$ cat src/rtl/mem0_pkg.sv
// Shared mem0 AXI4 constants, default widths and AR stage state type.
// Latency: none (package).
// Backpressure: n/a; reused by the read and write arbiters.
package mem0_pkg;

  localparam int MEM0_ADDR_W = 64;
  localparam int MEM0_DATA_W = 512;
  localparam int MEM0_ID_W   = 6;

  localparam logic [2:0] AXI_SIZE_64B      = 3'b110;
  localparam logic [1:0] AXI_BURST_INCR    = 2'b01;
  localparam logic       AXI_LOCK_NORMAL   = 1'b0;
  localparam logic [3:0] AXI_CACHE_DEFAULT = 4'b0011;
  localparam logic [2:0] AXI_PROT_DEFAULT  = 3'b000;
  localparam logic [3:0] AXI_QOS_DEFAULT   = 4'b0000;

  typedef enum logic {
    ST_EMPTY = 1'b0,
    ST_FULL  = 1'b1
  } ar_stage_e;

  // Outstanding-burst counter update: simultaneous inc/dec cancel out,
  // and a stray decrement at zero is ignored rather than wrapping.
  function automatic logic [7:0] cnt_next(input logic [7:0] cnt,
                                          input logic       inc,
                                          input logic       dec);
    logic [7:0] n;
    n = cnt;
    if (inc && !dec) begin
      n = cnt + 8'd1;
    end else if (dec && !inc && (cnt != 8'd0)) begin
      n = cnt - 8'd1;
    end
    return n;
  endfunction

endpackage

$ cat src/rtl/mem0_rd_arbiter_if.sv
// Requester-side and mem0-side read channel bundles for the read arbiter.
// Latency: none (wiring only).
// Backpressure: AR valid/ready and R valid/ready carried per bundle.
interface mem0_req_if
  import mem0_pkg::*;
#(
  parameter int NREQ   = 4,
  parameter int ADDR_W = MEM0_ADDR_W,
  parameter int DATA_W = MEM0_DATA_W
) ();

  logic [NREQ-1:0]        req_arvalid;
  logic [NREQ-1:0]        req_arready;
  logic [NREQ*ADDR_W-1:0] req_araddr;
  logic [NREQ*8-1:0]      req_arlen;
  logic [NREQ-1:0]        req_rvalid;
  logic [NREQ-1:0]        req_rready;
  logic [DATA_W-1:0]      req_rdata;
  logic                   req_rlast;
  logic [1:0]             req_rresp;

  // Read engines side.
  modport master (
    output req_arvalid, req_araddr, req_arlen, req_rready,
    input  req_arready, req_rvalid, req_rdata, req_rlast, req_rresp
  );

  // Arbiter side.
  modport slave (
    input  req_arvalid, req_araddr, req_arlen, req_rready,
    output req_arready, req_rvalid, req_rdata, req_rlast, req_rresp
  );

endinterface

interface mem0_axi_rd_if
  import mem0_pkg::*;
#(
  parameter int ADDR_W = MEM0_ADDR_W,
  parameter int DATA_W = MEM0_DATA_W,
  parameter int ID_W   = MEM0_ID_W
) ();

  logic              mem0_ARVALID;
  logic              mem0_ARREADY;
  logic [ADDR_W-1:0] mem0_ARADDR;
  logic [7:0]        mem0_ARLEN;
  logic [ID_W-1:0]   mem0_ARID;
  logic [2:0]        mem0_ARSIZE;
  logic [1:0]        mem0_ARBURST;
  logic              mem0_ARLOCK;
  logic [3:0]        mem0_ARCACHE;
  logic [2:0]        mem0_ARPROT;
  logic [3:0]        mem0_ARQOS;
  logic              mem0_RVALID;
  logic              mem0_RREADY;
  logic [DATA_W-1:0] mem0_RDATA;
  logic [ID_W-1:0]   mem0_RID;
  logic              mem0_RLAST;
  logic [1:0]        mem0_RRESP;

  // Arbiter side (AXI master).
  modport master (
    output mem0_ARVALID, mem0_ARADDR, mem0_ARLEN, mem0_ARID, mem0_ARSIZE,
           mem0_ARBURST, mem0_ARLOCK, mem0_ARCACHE, mem0_ARPROT, mem0_ARQOS,
           mem0_RREADY,
    input  mem0_ARREADY, mem0_RVALID, mem0_RDATA, mem0_RID, mem0_RLAST,
           mem0_RRESP
  );

  // Memory / wrapper side (AXI slave).
  modport slave (
    input  mem0_ARVALID, mem0_ARADDR, mem0_ARLEN, mem0_ARID, mem0_ARSIZE,
           mem0_ARBURST, mem0_ARLOCK, mem0_ARCACHE, mem0_ARPROT, mem0_ARQOS,
           mem0_RREADY,
    output mem0_ARREADY, mem0_RVALID, mem0_RDATA, mem0_RID, mem0_RLAST,
           mem0_RRESP
  );

endinterface

$ cat src/rtl/mem0_rd_arbiter_rr_arbiter.sv
// Round-robin one-hot grant among N requests, priority after last grant.
// Latency: combinational grant; pointer moves on the accepting clock edge.
// Backpressure: pointer only advances when the grant is accepted.
module rr_arbiter #(
  parameter  int N     = 4,
  localparam int IDX_W = (N > 1) ? $clog2(N) : 1
) (
  input  logic             clk,
  input  logic             rst_n,
  input  logic [N-1:0]     i_req,
  input  logic             i_accept,
  output logic [N-1:0]     o_gnt,
  output logic [IDX_W-1:0] o_gnt_idx
);

  logic [IDX_W-1:0] r_last;
  logic [N-1:0]     w_gnt;
  logic [IDX_W-1:0] w_idx;
  logic             w_found;

  // Scan requests starting just after the last winner, wrapping mod N.
  always_comb begin
    w_gnt   = '0;
    w_idx   = '0;
    w_found = 1'b0;
    for (int off = 1; off <= N; off++) begin
      automatic int               t = int'(r_last) + off;
      automatic logic [IDX_W-1:0] k;
      if (t >= N) t = t - N;
      k = IDX_W'(t);
      if (!w_found && i_req[k]) begin
        w_found  = 1'b1;
        w_gnt[k] = 1'b1;
        w_idx    = k;
      end
    end
  end

  // Remember the accepted winner; reset value gives index 0 first priority.
  always_ff @(posedge clk) begin
    if (!rst_n) begin
      r_last <= IDX_W'(N - 1);
    end else if (i_accept && w_found) begin
      r_last <= w_idx;
    end
  end

  assign o_gnt     = w_gnt;
  assign o_gnt_idx = w_idx;

endmodule

$ cat src/rtl/mem0_rd_arbiter.sv
// Shares mem0 AR/R among NREQ read engines; ARID = requester, R routed by RID.
// Latency: AR handshake -> mem0_ARVALID next cycle; R path combinational.
// Backpressure: one-entry AR stage holds on !ARREADY; R stalls per RID's rready.
module mem0_rd_arbiter
  import mem0_pkg::*;
#(
  parameter int NREQ    = 4,
  parameter int ADDR_W  = MEM0_ADDR_W,
  parameter int DATA_W  = MEM0_DATA_W,
  parameter int ID_W    = MEM0_ID_W,
  parameter int MAX_OUT = 8
) (
  input  logic          ap_clk,
  input  logic          ap_rst_n,
  mem0_req_if.slave     req,
  mem0_axi_rd_if.master mem0,
  output logic          rid_err
);

  localparam int         IDX_W   = (NREQ > 1) ? $clog2(NREQ) : 1;
  localparam logic [7:0] MAX_CNT = 8'(MAX_OUT);

  // AR stage and bookkeeping state
  ar_stage_e         r_state;
  logic              r_arvalid;
  logic [ADDR_W-1:0] r_araddr;
  logic [7:0]        r_arlen;
  logic [ID_W-1:0]   r_arid;
  logic [7:0]        r_out_cnt [NREQ];
  logic              r_rid_err;

  logic              w_slot_free;
  logic [NREQ-1:0]   w_elig;
  logic [NREQ-1:0]   w_arb_req;
  logic [NREQ-1:0]   w_gnt;
  logic [IDX_W-1:0]  w_gnt_idx;
  logic              w_accept;
  logic [ADDR_W-1:0] w_sel_addr;
  logic [7:0]        w_sel_len;
  logic [ID_W-1:0]   w_sel_id;
  logic [NREQ-1:0]   w_rid_hit;
  logic              w_rid_ok;
  logic              w_rid_rdy;
  logic              w_rready;
  logic [NREQ-1:0]   w_dec;

  // Slot can take a new burst if empty or its current burst leaves now.
  assign w_slot_free = (r_state == ST_EMPTY) || mem0.mem0_ARREADY;

  // Requesters at their outstanding cap drop out; nothing is granted in reset.
  always_comb begin
    w_elig    = '0;
    w_arb_req = '0;
    for (int i = 0; i < NREQ; i++) begin
      w_elig[i] = req.req_arvalid[i] && (r_out_cnt[i] < MAX_CNT);
    end
    if (ap_rst_n && w_slot_free) begin
      w_arb_req = w_elig;
    end
  end

  rr_arbiter #(
    .N (NREQ)
  ) u_rr (
    .clk       (ap_clk),
    .rst_n     (ap_rst_n),
    .i_req     (w_arb_req),
    .i_accept  (w_accept),
    .o_gnt     (w_gnt),
    .o_gnt_idx (w_gnt_idx)
  );

  // A grant is a handshake: arready is the grant and arvalid is already high.
  assign w_accept        = |w_gnt;
  assign req.req_arready = w_gnt;

  // Pick the winner's address/length slice; ARID is its zero-extended index.
  always_comb begin
    w_sel_addr = '0;
    w_sel_len  = '0;
    w_sel_id   = '0;
    w_sel_id[IDX_W-1:0] = w_gnt_idx;
    for (int i = 0; i < NREQ; i++) begin
      if (w_gnt[i]) begin
        w_sel_addr = req.req_araddr[i*ADDR_W +: ADDR_W];
        w_sel_len  = req.req_arlen[i*8 +: 8];
      end
    end
  end

  // One-entry AR output stage: load on grant, drain on ARREADY.
  always_ff @(posedge ap_clk) begin
    if (!ap_rst_n) begin
      r_state   <= ST_EMPTY;
      r_arvalid <= 1'b0;
      r_araddr  <= '0;
      r_arlen   <= '0;
      r_arid    <= '0;
    end else begin
      case (r_state)
        ST_EMPTY: begin
          if (w_accept) begin
            r_state   <= ST_FULL;
            r_arvalid <= 1'b1;
            r_araddr  <= w_sel_addr;
            r_arlen   <= w_sel_len;
            r_arid    <= w_sel_id;
          end
        end
        ST_FULL: begin
          if (mem0.mem0_ARREADY) begin
            if (w_accept) begin
              r_araddr <= w_sel_addr;
              r_arlen  <= w_sel_len;
              r_arid   <= w_sel_id;
            end else begin
              r_state   <= ST_EMPTY;
              r_arvalid <= 1'b0;
            end
          end
        end
        default: begin
          r_state   <= ST_EMPTY;
          r_arvalid <= 1'b0;
        end
      endcase
    end
  end

  assign mem0.mem0_ARVALID = r_arvalid;
  assign mem0.mem0_ARADDR  = r_araddr;
  assign mem0.mem0_ARLEN   = r_arlen;
  assign mem0.mem0_ARID    = r_arid;
  assign mem0.mem0_ARSIZE  = AXI_SIZE_64B;
  assign mem0.mem0_ARBURST = AXI_BURST_INCR;
  assign mem0.mem0_ARLOCK  = AXI_LOCK_NORMAL;
  assign mem0.mem0_ARCACHE = AXI_CACHE_DEFAULT;
  assign mem0.mem0_ARPROT  = AXI_PROT_DEFAULT;
  assign mem0.mem0_ARQOS   = AXI_QOS_DEFAULT;

  // Decode RID; an ID matching no requester leaves w_rid_hit all zero.
  always_comb begin
    w_rid_hit = '0;
    w_rid_rdy = 1'b0;
    for (int i = 0; i < NREQ; i++) begin
      if (mem0.mem0_RID == ID_W'(i)) begin
        w_rid_hit[i] = 1'b1;
        w_rid_rdy    = req.req_rready[i];
      end
    end
  end

  assign w_rid_ok = |w_rid_hit;
  // Unknown IDs are accepted and dropped so the R channel never wedges.
  assign w_rready = ap_rst_n && (w_rid_ok ? w_rid_rdy : 1'b1);

  assign mem0.mem0_RREADY = w_rready;
  assign req.req_rvalid   = (ap_rst_n && mem0.mem0_RVALID) ? w_rid_hit : '0;
  assign req.req_rdata    = mem0.mem0_RDATA;
  assign req.req_rlast    = mem0.mem0_RLAST;
  assign req.req_rresp    = mem0.mem0_RRESP;

  assign w_dec = (mem0.mem0_RVALID && w_rready && mem0.mem0_RLAST) ? w_rid_hit : '0;

  // Outstanding bursts: +1 on AR grant, -1 on the burst's last R beat.
  always_ff @(posedge ap_clk) begin
    if (!ap_rst_n) begin
      for (int i = 0; i < NREQ; i++) begin
        r_out_cnt[i] <= '0;
      end
    end else begin
      for (int i = 0; i < NREQ; i++) begin
        r_out_cnt[i] <= cnt_next(r_out_cnt[i], w_gnt[i], w_dec[i]);
      end
    end
  end

  // Sticky flag for any beat whose RID maps to no requester.
  always_ff @(posedge ap_clk) begin
    if (!ap_rst_n) begin
      r_rid_err <= 1'b0;
    end else if (mem0.mem0_RVALID && !w_rid_ok) begin
      r_rid_err <= 1'b1;
    end
  end

  assign rid_err = r_rid_err;

endmodule

$ cat src/flat_wrapper.sv
// flat-port wrapper written by rule: the top's interface ports become plain ports
module mem0_rd_arbiter_flat import mem0_pkg::*;
#(
  parameter int NREQ    = 4,
  parameter int ADDR_W  = MEM0_ADDR_W,
  parameter int DATA_W  = MEM0_DATA_W,
  parameter int ID_W    = MEM0_ID_W,
  parameter int MAX_OUT = 8
)
  (ap_clk, ap_rst_n, rid_err, req_req_arvalid, req_req_araddr, req_req_arlen, req_req_rready, req_req_arready, req_req_rvalid, req_req_rdata, req_req_rlast, req_req_rresp, mem0_mem0_ARVALID, mem0_mem0_ARADDR, mem0_mem0_ARLEN, mem0_mem0_ARID, mem0_mem0_ARSIZE, mem0_mem0_ARBURST, mem0_mem0_ARLOCK, mem0_mem0_ARCACHE, mem0_mem0_ARPROT, mem0_mem0_ARQOS, mem0_mem0_RREADY, mem0_mem0_ARREADY, mem0_mem0_RVALID, mem0_mem0_RDATA, mem0_mem0_RID, mem0_mem0_RLAST, mem0_mem0_RRESP);
  mem0_req_if #(.NREQ(NREQ), .ADDR_W(ADDR_W), .DATA_W(DATA_W)) req_i ();
  mem0_axi_rd_if #(.ADDR_W(ADDR_W), .DATA_W(DATA_W), .ID_W(ID_W)) mem0_i ();
  input  logic ap_clk;
  input  logic ap_rst_n;
  output logic rid_err;
  input wire logic [$bits(req_i.req_arvalid)-1:0] req_req_arvalid;
  input wire logic [$bits(req_i.req_araddr)-1:0] req_req_araddr;
  input wire logic [$bits(req_i.req_arlen)-1:0] req_req_arlen;
  input wire logic [$bits(req_i.req_rready)-1:0] req_req_rready;
  output wire logic [$bits(req_i.req_arready)-1:0] req_req_arready;
  output wire logic [$bits(req_i.req_rvalid)-1:0] req_req_rvalid;
  output wire logic [$bits(req_i.req_rdata)-1:0] req_req_rdata;
  output wire logic [$bits(req_i.req_rlast)-1:0] req_req_rlast;
  output wire logic [$bits(req_i.req_rresp)-1:0] req_req_rresp;
  output wire logic [$bits(mem0_i.mem0_ARVALID)-1:0] mem0_mem0_ARVALID;
  output wire logic [$bits(mem0_i.mem0_ARADDR)-1:0] mem0_mem0_ARADDR;
  output wire logic [$bits(mem0_i.mem0_ARLEN)-1:0] mem0_mem0_ARLEN;
  output wire logic [$bits(mem0_i.mem0_ARID)-1:0] mem0_mem0_ARID;
  output wire logic [$bits(mem0_i.mem0_ARSIZE)-1:0] mem0_mem0_ARSIZE;
  output wire logic [$bits(mem0_i.mem0_ARBURST)-1:0] mem0_mem0_ARBURST;
  output wire logic [$bits(mem0_i.mem0_ARLOCK)-1:0] mem0_mem0_ARLOCK;
  output wire logic [$bits(mem0_i.mem0_ARCACHE)-1:0] mem0_mem0_ARCACHE;
  output wire logic [$bits(mem0_i.mem0_ARPROT)-1:0] mem0_mem0_ARPROT;
  output wire logic [$bits(mem0_i.mem0_ARQOS)-1:0] mem0_mem0_ARQOS;
  output wire logic [$bits(mem0_i.mem0_RREADY)-1:0] mem0_mem0_RREADY;
  input wire logic [$bits(mem0_i.mem0_ARREADY)-1:0] mem0_mem0_ARREADY;
  input wire logic [$bits(mem0_i.mem0_RVALID)-1:0] mem0_mem0_RVALID;
  input wire logic [$bits(mem0_i.mem0_RDATA)-1:0] mem0_mem0_RDATA;
  input wire logic [$bits(mem0_i.mem0_RID)-1:0] mem0_mem0_RID;
  input wire logic [$bits(mem0_i.mem0_RLAST)-1:0] mem0_mem0_RLAST;
  input wire logic [$bits(mem0_i.mem0_RRESP)-1:0] mem0_mem0_RRESP;
  assign req_i.req_arvalid = req_req_arvalid;
  assign req_i.req_araddr = req_req_araddr;
  assign req_i.req_arlen = req_req_arlen;
  assign req_i.req_rready = req_req_rready;
  assign req_req_arready = req_i.req_arready;
  assign req_req_rvalid = req_i.req_rvalid;
  assign req_req_rdata = req_i.req_rdata;
  assign req_req_rlast = req_i.req_rlast;
  assign req_req_rresp = req_i.req_rresp;
  assign mem0_mem0_ARVALID = mem0_i.mem0_ARVALID;
  assign mem0_mem0_ARADDR = mem0_i.mem0_ARADDR;
  assign mem0_mem0_ARLEN = mem0_i.mem0_ARLEN;
  assign mem0_mem0_ARID = mem0_i.mem0_ARID;
  assign mem0_mem0_ARSIZE = mem0_i.mem0_ARSIZE;
  assign mem0_mem0_ARBURST = mem0_i.mem0_ARBURST;
  assign mem0_mem0_ARLOCK = mem0_i.mem0_ARLOCK;
  assign mem0_mem0_ARCACHE = mem0_i.mem0_ARCACHE;
  assign mem0_mem0_ARPROT = mem0_i.mem0_ARPROT;
  assign mem0_mem0_ARQOS = mem0_i.mem0_ARQOS;
  assign mem0_mem0_RREADY = mem0_i.mem0_RREADY;
  assign mem0_i.mem0_ARREADY = mem0_mem0_ARREADY;
  assign mem0_i.mem0_RVALID = mem0_mem0_RVALID;
  assign mem0_i.mem0_RDATA = mem0_mem0_RDATA;
  assign mem0_i.mem0_RID = mem0_mem0_RID;
  assign mem0_i.mem0_RLAST = mem0_mem0_RLAST;
  assign mem0_i.mem0_RRESP = mem0_mem0_RRESP;
  mem0_rd_arbiter #(.NREQ(NREQ), .ADDR_W(ADDR_W), .DATA_W(DATA_W), .ID_W(ID_W), .MAX_OUT(MAX_OUT)) u_core (.ap_clk(ap_clk), .ap_rst_n(ap_rst_n), .req(req_i), .mem0(mem0_i), .rid_err(rid_err));
endmodule
$ cat config.mk
export PLATFORM = sky130hd
export DESIGN_NAME = mem0_rd_arbiter_flat
export DESIGN_NICKNAME = d
export VERILOG_FILES = /design/src/rtl/mem0_pkg.sv /design/src/rtl/mem0_rd_arbiter_if.sv /design/src/rtl/mem0_rd_arbiter_rr_arbiter.sv /design/src/rtl/mem0_rd_arbiter.sv /design/src/flat_wrapper.sv
export SDC_FILE = /design/constraint.sdc
export NUM_CORES = 1
export LEC_CHECK = 0
export CAP_MARGIN = 30
export CORE_AREA = 2 2 562 564
export DETAILED_ROUTE_END_ITERATION = 7
export DIE_AREA = 0 0 564 566
export PLACE_DENSITY = 0.3
export SETUP_SLACK_MARGIN = 0.5
export SLEW_MARGIN = 20
export SYNTH_ARGS = -nofsm -noshare
export SYNTH_HDL_FRONTEND = slang
export SYNTH_SLANG_ARGS = --single-unit
$ cat constraint.sdc
create_clock -name ap_clk -period 5.26 [get_ports ap_clk]
set_input_delay 1.052 -clock ap_clk [delete_from_list [all_inputs] [get_ports ap_clk]]
set_output_delay 1.052 -clock ap_clk [all_outputs]
set_load 0.01 [all_outputs]
After elaboration in Yosys (flattened, before gate mapping)
Memories as Yosys holds them, arrays and structs flattened.
Cells that the tools add are included.
{"block": "word_totals", "regBits": 83, "ram_bits": 32, "inputBits": 821, "wordCells": 191, "memories": 1}
{"memory": "u_core.r_out_cnt", "depth": 4, "width": 8, "rd": 4, "rd_clocked_by_memory_dff": 0, "write_ports": 4, "line_no": "mem0_rd_arbiter.sv:29", "rtl": "logic [7:0] r_out_cnt [NREQ];"}
{"block": "op_classes", "add_sub_neg": 16, "order_cmp": 16, "n_eq_ne": 6, "muxes": 86, "n_bitwise": 8, "n_reduce_logical": 51}
{"cell": "2-to-1 mux 64 bit", "count": 6}
{"cell": "2-to-1 mux 8 bit", "count": 22}
{"cell": "one-hot mux 64 bit (2 select lines)", "count": 1}
{"cell": "adder 8 x 1 -> 8 bit (second input constant)", "count": 4}
{"cell": "< comparator 8 x 4 -> 1 bit (second input constant)", "count": 4}
{"cell": "nonzero test 8 bit", "count": 4}
{"cell": "subtractor 8 x 1 -> 8 bit (second input constant)", "count": 4}
{"cell": "logical AND 1 bit", "count": 30}
{"cell": "2-to-1 mux 1 bit", "count": 28}
{"cell": "2-to-1 mux 4 bit", "count": 7}
{"cell": "2-to-1 mux 2 bit", "count": 8}
{"cell": "one-hot mux 8 bit (2 select lines)", "count": 1}
{"cell": "equality test 6 x 2 -> 1 bit (second input constant)", "count": 2}
{"cell": "logical NOT 1 bit", "count": 12}
{"cell": "< comparator 2 x 3 -> 1 bit (second input constant)", "count": 4}
{"cell": "2-to-1 mux 6 bit", "count": 2}
{"cell": "bitwise OR 4 bit", "count": 3}
{"cell": "one-hot mux 6 bit (2 select lines)", "count": 1}
{"cell": ">= comparator 3 bit (second input constant)", "count": 3}
{"cell": "binary-select mux 1 bit (select 2 bit)", "count": 4}
{"cell": "demux 1 bit (select 2 bit)", "count": 4}
{"cell": ">= comparator 2 x 1 -> 1 bit (second input constant)", "count": 4}
{"cell": "OR reduction 4 bit", "count": 2}
{"cell": "subtractor 2 x 1 -> 2 bit (second input constant)", "count": 4}
{"cell": "other kinds (12)", "count": 19}

Depth between registers and ports, before layout
Gate-level depths: netlist of run 1.
{"block": "logic_depth", "word_depth": 23, "ltp_mapped": 18, "depth_no_buf": 17}

Hierarchy
From an unflattened synthesis of run 1, not the netlist that was laid out.
{"block": "hier_totals", "hier_cells": 1530, "hier_area_um2": 11681.2}
{"module": "mem0_rd_arbiter", "n_inst": 1, "cells_each": 1463, "area_each_um2": 11126.9, "seq_area_each_um2": 2182.1}
{"module": "rr_arbiter", "n_inst": 1, "cells_each": 67, "area_each_um2": 554.3, "seq_area_each_um2": 40.0}

Least setup slack after synthesis of run 1
No wires, ideal clock.
{"block": "synth_path", "path_type": "input to register", "from": "input port mem0_mem0_ARREADY", "to": "memory u_core.r_out_cnt[3][7]", "setup_ns": 0.072, "t_arrival_ns": 4.904, "required_ns": 5.188, "setup_slack_ns": 0.284, "path_stages": 15, "path_buffers": 1, "path_cell_list": "and2b_1 nand2b_1 a211oi_1 a31oi_1 mux2_2 buf_2 o31ai_1 ha_1 a21o_1 a21oi_1 nor2b_1 o21a_1 o41ai_1 mux2i_1 mux2i_1"}
{"item": "from (decl)", "line_no": "flat_wrapper.sv:36", "rtl": "input wire logic [$bits(mem0_i.mem0_ARREADY)-1:0] mem0_mem0_ARREADY;"}
{"item": "to (decl)", "line_no": "mem0_rd_arbiter.sv:29"}

Final worst setup path of run 1
{"block": "layout_path", "from": "input port mem0_mem0_ARREADY", "to": "register u_core.r_arlen[1] (netlist: u_core.mem0.mem0_ARLEN[1])"}
{"block": "layout_via", "elab_chain_len": 22, "word_cells_on_any_way": 36, "classes_between": "1 x eq/ne; 23 x mux; 3 x bitwise; 9 x reduce/logical"}
{"item": "logical OR 1 bit", "line_no": "mem0_rd_arbiter.sv:48", "rtl": "assign w_slot_free = (r_state == ST_EMPTY) || mem0.mem0_ARREADY;"}
{"item": "logical AND 1 bit", "line_no": "mem0_rd_arbiter.sv:57", "rtl": "if (ap_rst_n && w_slot_free) begin"}
{"item": "2-to-1 mux 4 bit", "line_no": "mem0_rd_arbiter.sv:57"}
{"item": "binary-select mux 1 bit (select 2 bit)", "line_no": "mem0_rd_arbiter_rr_arbiter.sv:31", "rtl": "if (!w_found && i_req[k]) begin"}
{"item": "2-to-1 mux 1 bit (implied by the code)", "line_no": "mem0_rd_arbiter_rr_arbiter.sv:31"}
{"item": "2-to-1 mux 1 bit", "line_no": "mem0_rd_arbiter_rr_arbiter.sv:31"}
{"item": "logical NOT 1 bit", "line_no": "mem0_rd_arbiter_rr_arbiter.sv:31"}
{"item": "logical AND 1 bit", "line_no": "mem0_rd_arbiter_rr_arbiter.sv:31"}
{"item": "(+3 left out)"}
{"item": "2-to-1 mux 1 bit", "line_no": "mem0_rd_arbiter_rr_arbiter.sv:31"}
{"item": "logical NOT 1 bit", "line_no": "mem0_rd_arbiter_rr_arbiter.sv:31"}
{"item": "logical AND 1 bit", "line_no": "mem0_rd_arbiter_rr_arbiter.sv:31"}
{"item": "2-to-1 mux 4 bit", "line_no": "mem0_rd_arbiter_rr_arbiter.sv:31"}
{"item": "2-to-1 mux 8 bit (4 in series)", "line_no": "mem0_rd_arbiter.sv:84", "rtl": "if (w_gnt[i]) begin"}
{"item": "2-to-1 mux 8 bit", "line_no": "mem0_rd_arbiter.sv:102, mem0_rd_arbiter.sv:112"}
{"item": "2-to-1 mux 8 bit", "line_no": "mem0_rd_arbiter.sv:111", "rtl": "if (mem0.mem0_ARREADY) begin"}
{"item": "one-hot mux 8 bit (2 select lines)", "line_no": "mem0_rd_arbiter.sv:100", "rtl": "case (r_state)"}
{"item": "to (signal assigned)", "line_no": "mem0_rd_arbiter.sv:106", "rtl": "r_arlen <= w_sel_len;"}
{"item": "to (signal assigned)", "line_no": "mem0_rd_arbiter.sv:114", "rtl": "r_arlen <= w_sel_len;"}
{"item": "to (decl)", "line_no": "mem0_rd_arbiter.sv:27", "rtl": "logic [7:0] r_arlen;"}
Parallel ways exist; a longest one is shown, timed or not. The select of a mux whose other input is x is not followed.
A chain may end at the register's enable or synchronous reset.

==> flow_summary.json, run 1 <==
{
  "cts-root-buf": "clkbuf_16",
  "worstRegToRegCells": 13,
  "rsz0062_at_grt": "no",
  "synth_cell_types": 67,
  "avgRoutedWirePerCell_um": 32.0,
  "crit_top_cell": "buf_4",
  "cts_buffers": 9,
  "io-pin-count": 1442,
  "synthTopCellsByArea": "buf_4 (31%), dfxtp_1 (17%), a2bb2oi_1 (4.9%)",
  "synthTopCellsByCount": "buf_4 (538), dfxtp_1 (111), nor3_1 (83)",
  "rows": 206,
  "synth_area_per_cell_um2": 8.18,
  "ant_nets": 0,
  "regToRegStartpoint": "u_core.u_rr.r_last[0]",
  "period_needed_ps": 4580,
  "fin_area_um2": 19000,
  "fin_util": 0.0607,
  "numClockSinks": 111,
  "grtUsageTotal": 0.108,
  "power.density_nw_per_um2": 514,
  "synthesis.instances": 1587,
  "grt_pass1_wl_mm": 208,
  "via_per_inst": 2.17,
  "hold_viol": 0,
  "drc": 0,
  "routed_wl_mm": 180,
  "reg2reg_slack_ps": 870,
  "worst_pin_slew_ps": 973,
  "synth_most_common_cell": "buf_4",
  "fmax_ghz": 0.218,
  "cp_data_required_time_ps": 5610,
  "synth_edf_count": 0,
  "cp_slowest_stage_delay_ps": 780,
  "fin_nets": 2303,
  "h-tree-depth": 3,
  "cp_slowest_cell": "o311ai_0",
  "cts_buffer_depth": 2,
  "dpl_cell_area_um2": 18600,
  "crit_arrival_ps": 4930,
  "yosysSeqAreaShare": 0.171,
  "path_clk_slew_ps": 130,
  "crit_start": "mem0_mem0_ARREADY",
  "yosys_warnings": 0,
  "critical_path_class": "input port to register",
  "ys_seq_elements": 111,
  "ys.flop_type": "dfxtp_1",
  "syn_area_um2": 13000,
  "fillers": 37000,
  "grt_pass1_vias": 12300,
  "grt-ovfl-total": 0,
  "cts_tree": "built",
  "endpoint": "u_core.mem0.mem0_ARLEN[1]",
  "start_util": 0.0414,
  "fin_skew_ps": 32.7,
  "power.total_mw": 9.77,
  "antenna_found_initial": 42,
  "drtIter0Drc": 787,
  "cp_top_family": "buffers and inverters",
  "regArea_um2": 2220,
  "path_max_fanout": 29,
  "finalMaxSlewViolations": 0,
  "max_slew_margin": 0.352,
  "setup_viol": 0,
  "vias": 12200,
  "hp-start": "u_core.mem0.mem0_ARID[1]",
  "crit_path_start_kind": "input port",
  "fin_crit_sh": 0.871,
  "core_um2": 313000,
  "peakVddDrop_uv": 280,
  "die-area_um2": 319000,
  "grt_max_degree": 74,
  "pre_cts_slack_ps": -205,
  "multi_input_area_um2": 6210,
  "synth_top_area_frac": 0.311,
  "io_buffers": 392,
  "gp_congestion": 0.741,
  "async_flop_share": 0,
  "leakage_nw": 5.77,
  "die_w_um": 564,
  "max_cap_violations": 0,
  "cp_cell_sequence": "clkdlybuf4s50_1, and2b_1, nand2b_2, a211oi_2, a31oi_2, mux2_4, nor3_4, buf_12, clkinv_2, buf_4, buf_4, o311ai_0, buf_4, a221oi_2",
  "fin_setup_tns_ps": 0,
  "worstPathBufferInverterCount": 6,
  "layout_setup_ws_ps": 679,
  "r2r_end": "u_core.mem0.mem0_ARLEN[1]",
  "fp.dieH_um": 566,
  "drtPass1Iterations": 4,
  "drive_gt1_frac": 0.136,
  "end_kind": "register",
  "status": "completed",
  "worstSkewPairLatency_ps": 450,
  "yosysTopAreaCell": "buf_4",
  "area_growth_pct": 46.5,
  "hp-class": "register to register",
  "dp_hpwl_mm": 160,
  "cp.depth": 14
}
## stage by stage
step / hold WS (ps) / instances
after floorplan: 434 / 1606
after global placement: 452 / 5589
after detailed placement: 454 / 5590
after CTS: 478 / 5607
after global routing: 507 / 5617
final: 470 / 5621
## report_power, final
group          total (mW)  switching, mW  internal, mW
logic                7.49           4.36          3.13
registers            1.39          0.230          1.16
clock network       0.892          0.535         0.356
total                9.77           5.12          4.65
## state kept, by name (all words and copies together), names as in the netlist
register	count
u_core.mem0.mem0_ARADDR	64
u_core.mem0.mem0_ARID	2
u_core.mem0.mem0_ARLEN	8
u_core.mem0.mem0_ARVALID	1
u_core.r_out_cnt	32
u_core.r_state	1
u_core.rid_err	1
u_core.u_rr.r_last	2
## cells by family after synthesis
family | Yosys count | share of synthesized area
buf+inv | 716 | 0.369
simple gates | 320 | 0.139
flops | 111 | 0.171
fa+ha+maj | 38 | 0.0389
other cells | 2 | 0.000579
mux | 40 | 0.0322
compound gates | 341 | 0.236
xor+xnor | 19 | 0.0128
## worst min path at each step
stage               cells past startpoint                        to  slack [ps]
detailed placement                      2  u_core.mem0.mem0_ARID[1]         450
global placement                        1    u_core.r_out_cnt[3][7]         450
global route                            1    u_core.r_out_cnt[3][7]         510
CTS                                     1    u_core.r_out_cnt[3][7]         480
floorplan                               1    u_core.r_out_cnt[1][7]         430
finish                                  2  u_core.mem0.mem0_ARID[1]         470
## repair_timing
| action | 4_1_cts | 5_1_grt |
|---|---|---|
| setup buffers | 1 | 2 |
| hold buffers | 0 | 0 |
| setup endpoints to repair | 5 | 18 |
| endpoints found under the hold margin | 0 | 0 |
| gates resized for setup | 9 | 10 |
| pin swaps | 1 | 1 |
## area by class of cell
| cell class | instances | share of cell area |
|---|---|---|
| Multi-Input combinational cell | 779 | 0.327 |
| Tap cell | 4160 | 0.274 |
| Timing Repair Buffer | 488 | 0.254 |
| Sequential cell | 111 | 0.117 |
| Clock buffer | 10 | 0.0126 |
| Inverter | 55 | 0.0109 |
| Clock inverter | 6 | 0.00355 |
| Antenna cell | 12 | 0.00158 |
## worst min-delay path: stages, from the launching register on
cell	delay, ps
dfxtp_1	330
nand2_1	50
o21ai_1	50
## per-layer routing
| layer | vias up | GRT usage | share of wire |
|---|---|---|---|
| met4 | 12 | 0.0414 | 0.041 |
| met3 | 303 | 0.132 | 0.27 |
| met2 | 1184 | 0.183 | 0.47 |
| li1 | 5023 | - | - |
| met5 | - | 0.00316 | 0.0010 |
| met1 | 5651 | 0.0676 | 0.22 |
## placed cells by master (no fill, tap or decap), drive strengths merged, types with 21 or more instances in the layout
cell           synthesis  layout
clkdlybuf4s50          0     386
dfxtp                111     111
buf                  585      99
nor3                  87      87
nand4                 76      76
a221oi                73      73
a2bb2oi               72      72
inv                   55      58
nand2                 54      54
o31ai                 40      40
o311ai                38      38
mux2i                 38      38
or4                   37      37
o221ai                35      35
ha                    34      34
conb                   2      21
Note: power is estimated with default switching activity, not from simulation.
==> run 2: changes to the inputs <==
--- a/config.mk
+++ b/config.mk
@@ -9,6 +9,7 @@
 export CORE_AREA = 2 2 562 564
 export DETAILED_ROUTE_END_ITERATION = 7
 export DIE_AREA = 0 0 564 566
+export MAX_ROUTING_LAYER = met4
 export PLACE_DENSITY = 0.3
 export SETUP_SLACK_MARGIN = 0.5
 export SLEW_MARGIN = 20
==> run 2 against run 1 <==
Compared with the run above:
- global-route usage up 0.32 points
- sequential cell count unchanged
- count of clock-buffer cells in the layout unchanged
- clock power about the same
- setup slack worse by 44 ps
- register-to-register slack worse by 60 ps
- critical endpoint is now req_req_arready[3]
- sequential power about the same
- cell area about the same
==> flow_summary.json, run 2 (synthesized netlist as in run 1, its figures left out) <==
{
  "fmax_ghz": 0.216,
  "leakage_nw": 5.77,
  "multi_input_area_um2": 6210,
  "rsz0062_at_grt": "no",
  "worstRegToRegCells": 13,
  "die_w_um": 564,
  "dpl_cell_area_um2": 18600,
  "cts-root-buf": "clkbuf_16",
  "critical_path_class": "input port to output pin",
  "core_um2": 313000,
  "max_slew_margin": 0.368,
  "path_clk_slew_ps": 100,
  "rows": 206,
  "regToRegStartpoint": "u_core.u_rr.r_last[0]",
  "hp-start": "u_core.mem0.mem0_ARID[1]",
  "largest_reg_flops": 64,
  "max_cap_violations": 0,
  "layout_setup_ws_ps": 635,
  "gp_congestion": 0.750,
  "ctsHoldBuffers": 0,
  "fin_util": 0.0607,
  "instances_no_fill": 5629,
  "fin_setup_tns_ps": 0,
  "avgRoutedWirePerCell_um": 31.9,
  "hold_end": "u_core.mem0.mem0_ARID[1]",
  "fin_crit_sh": 0.879,
  "cp_cell_sequence": "clkdlybuf4s50_1, and2b_1, nand2b_2, a211oi_2, a31oi_2, mux2_4, nor3_4, buf_12, clkinv_2, clkdlybuf4s15_2",
  "cp_slowest_cell": "clkdlybuf4s50_1",
  "drtPass1Iterations": 7,
  "regArea_um2": 2220,
  "cts_tree": "built",
  "worstSkewPairLatency_ps": 450,
  "period_needed_ps": 4620,
  "power.density_nw_per_um2": 513,
  "ant_nets": 0,
  "pre_cts_slack_ps": -205,
  "r2r_end": "u_core.mem0.mem0_ARADDR[62]",
  "path_max_fanout": 6,
  "fp.dieH_um": 566,
  "layout_commonest_cell": "clkdlybuf4s50_1",
  "vias": 12200,
  "die-area_um2": 319000,
  "grtUsageTotal": 0.112,
  "worst_pin_slew_ps": 948,
  "grt_pass1_vias": 12200,
  "area_growth_pct": 46.6,
  "start_util": 0.0414,
  "crit_path_start_kind": "input port",
  "setup_viol": 0,
  "antenna_found_initial": 47,
  "io_buffers": 392,
  "fin_nets": 2302,
  "reg2reg_slack_ps": 810,
  "cp_slowest_stage_delay_ps": 470,
  "fillers": 37000,
  "status": "completed",
  "end_kind": "output pin",
  "h-tree-depth": 3,
  "grt_max_degree": 74,
  "dp_hpwl_mm": 160,
  "cp_data_required_time_ps": 4210,
  "cts_buffer_depth": 2,
  "mostFrequentLayoutCells": "clkdlybuf4s50_1 (386), dfxtp_1 (111), nor3_1 (83)",
  "grt_pass1_wl_mm": 208,
  "worstPathBufferInverterCount": 4,
  "grt-ovfl-total": 0,
  "hp-class": "register to register",
  "dp.cells": 5590,
  "crit_arrival_ps": 3570,
  "routed_wl_mm": 180,
  "drtIter0Drc": 709,
  "via_per_inst": 2.16,
  "holdWs_ps": 470,
  "finalMaxSlewViolations": 0,
  "numClockSinks": 111,
  "power.total_mw": 9.77,
  "fin_skew_ps": 32.9,
  "drive_gt1_frac": 0.135,
  "fin_area_um2": 19000,
  "cts_buffers": 9,
  "hold_viol": 0,
  "cp_top_family": "buffers and inverters",
  "drc": 0,
  "hold_depth": 2,
  "io-pin-count": 1442,
  "peakVddDrop_uv": 279
}
## run 2: changes by cell type in the layout (fill, tap and decap cells not counted), sizes merged
cell / before / now
buf: 99 / 97
clkdlybuf4s15: 1 / 2
diode: 12 / 21
## run 2: worst reg2reg max path: cells and delay by family (launching register included)
family          cells  cell delay [ps]
flops               1              690
simple gates        1              250
buf+inv             6             1300
mux                 1              360
fa+ha+maj           1              540
compound gates      4             1220
## run 2: timing repair
| action | in CTS | in global routing |
|---|---|---|
| pin swaps | 1 | 1 |
| setup buffers | 1 | 1 |
| gates resized for setup | 9 | 7 |
| setup endpoints to repair | 5 | 19 |
## run 2: worst max path at each step
stage | start | endpoint | slack [ps] | cells past startpoint
after CTS | req_req_arvalid[2] | req_req_arready[3] | 420 | 10
after global routing | mem0_mem0_ARREADY | u_core.r_out_cnt[1][7] | 490 | 15
after global placement | req_req_arvalid[2] | u_core.mem0.mem0_ARADDR[58] | -360 | 12
after detailed placement | req_req_arvalid[2] | u_core.mem0.mem0_ARADDR[61] | -200 | 12
after floorplan | req_req_arvalid[2] | u_core.r_out_cnt[1][7] | 550 | 16
final | mem0_mem0_ARREADY | req_req_arready[3] | 640 | 10
## run 2: final cells by class
class | instances | area share
antenna | 21 | 0.00276
clock buffer | 10 | 0.0126
clock inverter | 6 | 0.00355
inverter | 55 | 0.0109
multi-input combinational | 779 | 0.326
sequential | 111 | 0.117
tap | 4160 | 0.274
timing repair buffer | 487 | 0.253
## run 2: power by group
| part | internal, mW | switching (mW) | total, mW |
|---|---|---|---|
| sequential | 1.16 | 0.232 | 1.39 |
| clock | 0.356 | 0.536 | 0.892 |
| combinational | 3.13 | 4.35 | 7.48 |
| total | 4.65 | 5.12 | 9.77 |
## run 2: routing by layer
metal | GRT usage | part of all wire | vias to the layer above | wire length [µm]
met3 | 0.133 | 0.27 | 311 | 47900
li1 | - | - | 5044 | -
met2 | 0.183 | 0.48 | 1200 | 85400
met5 | - | 0 | - | 0
met4 | 0.0404 | 0.039 | 0 | 6950
met1 | 0.0672 | 0.22 | 5609 | 39500
==> run 3: changes to the inputs <==
--- a/config.mk
+++ b/config.mk
@@ -7,6 +7,7 @@
 export LEC_CHECK = 0
 export CAP_MARGIN = 30
 export CORE_AREA = 2 2 562 564
+export CTS_CLUSTER_SIZE = 30
 export DETAILED_ROUTE_END_ITERATION = 7
 export DIE_AREA = 0 0 564 566
 export MAX_ROUTING_LAYER = met4
==> results of run 3 <==
No change in the layout: final DEF, timing and power equal those of run 2.
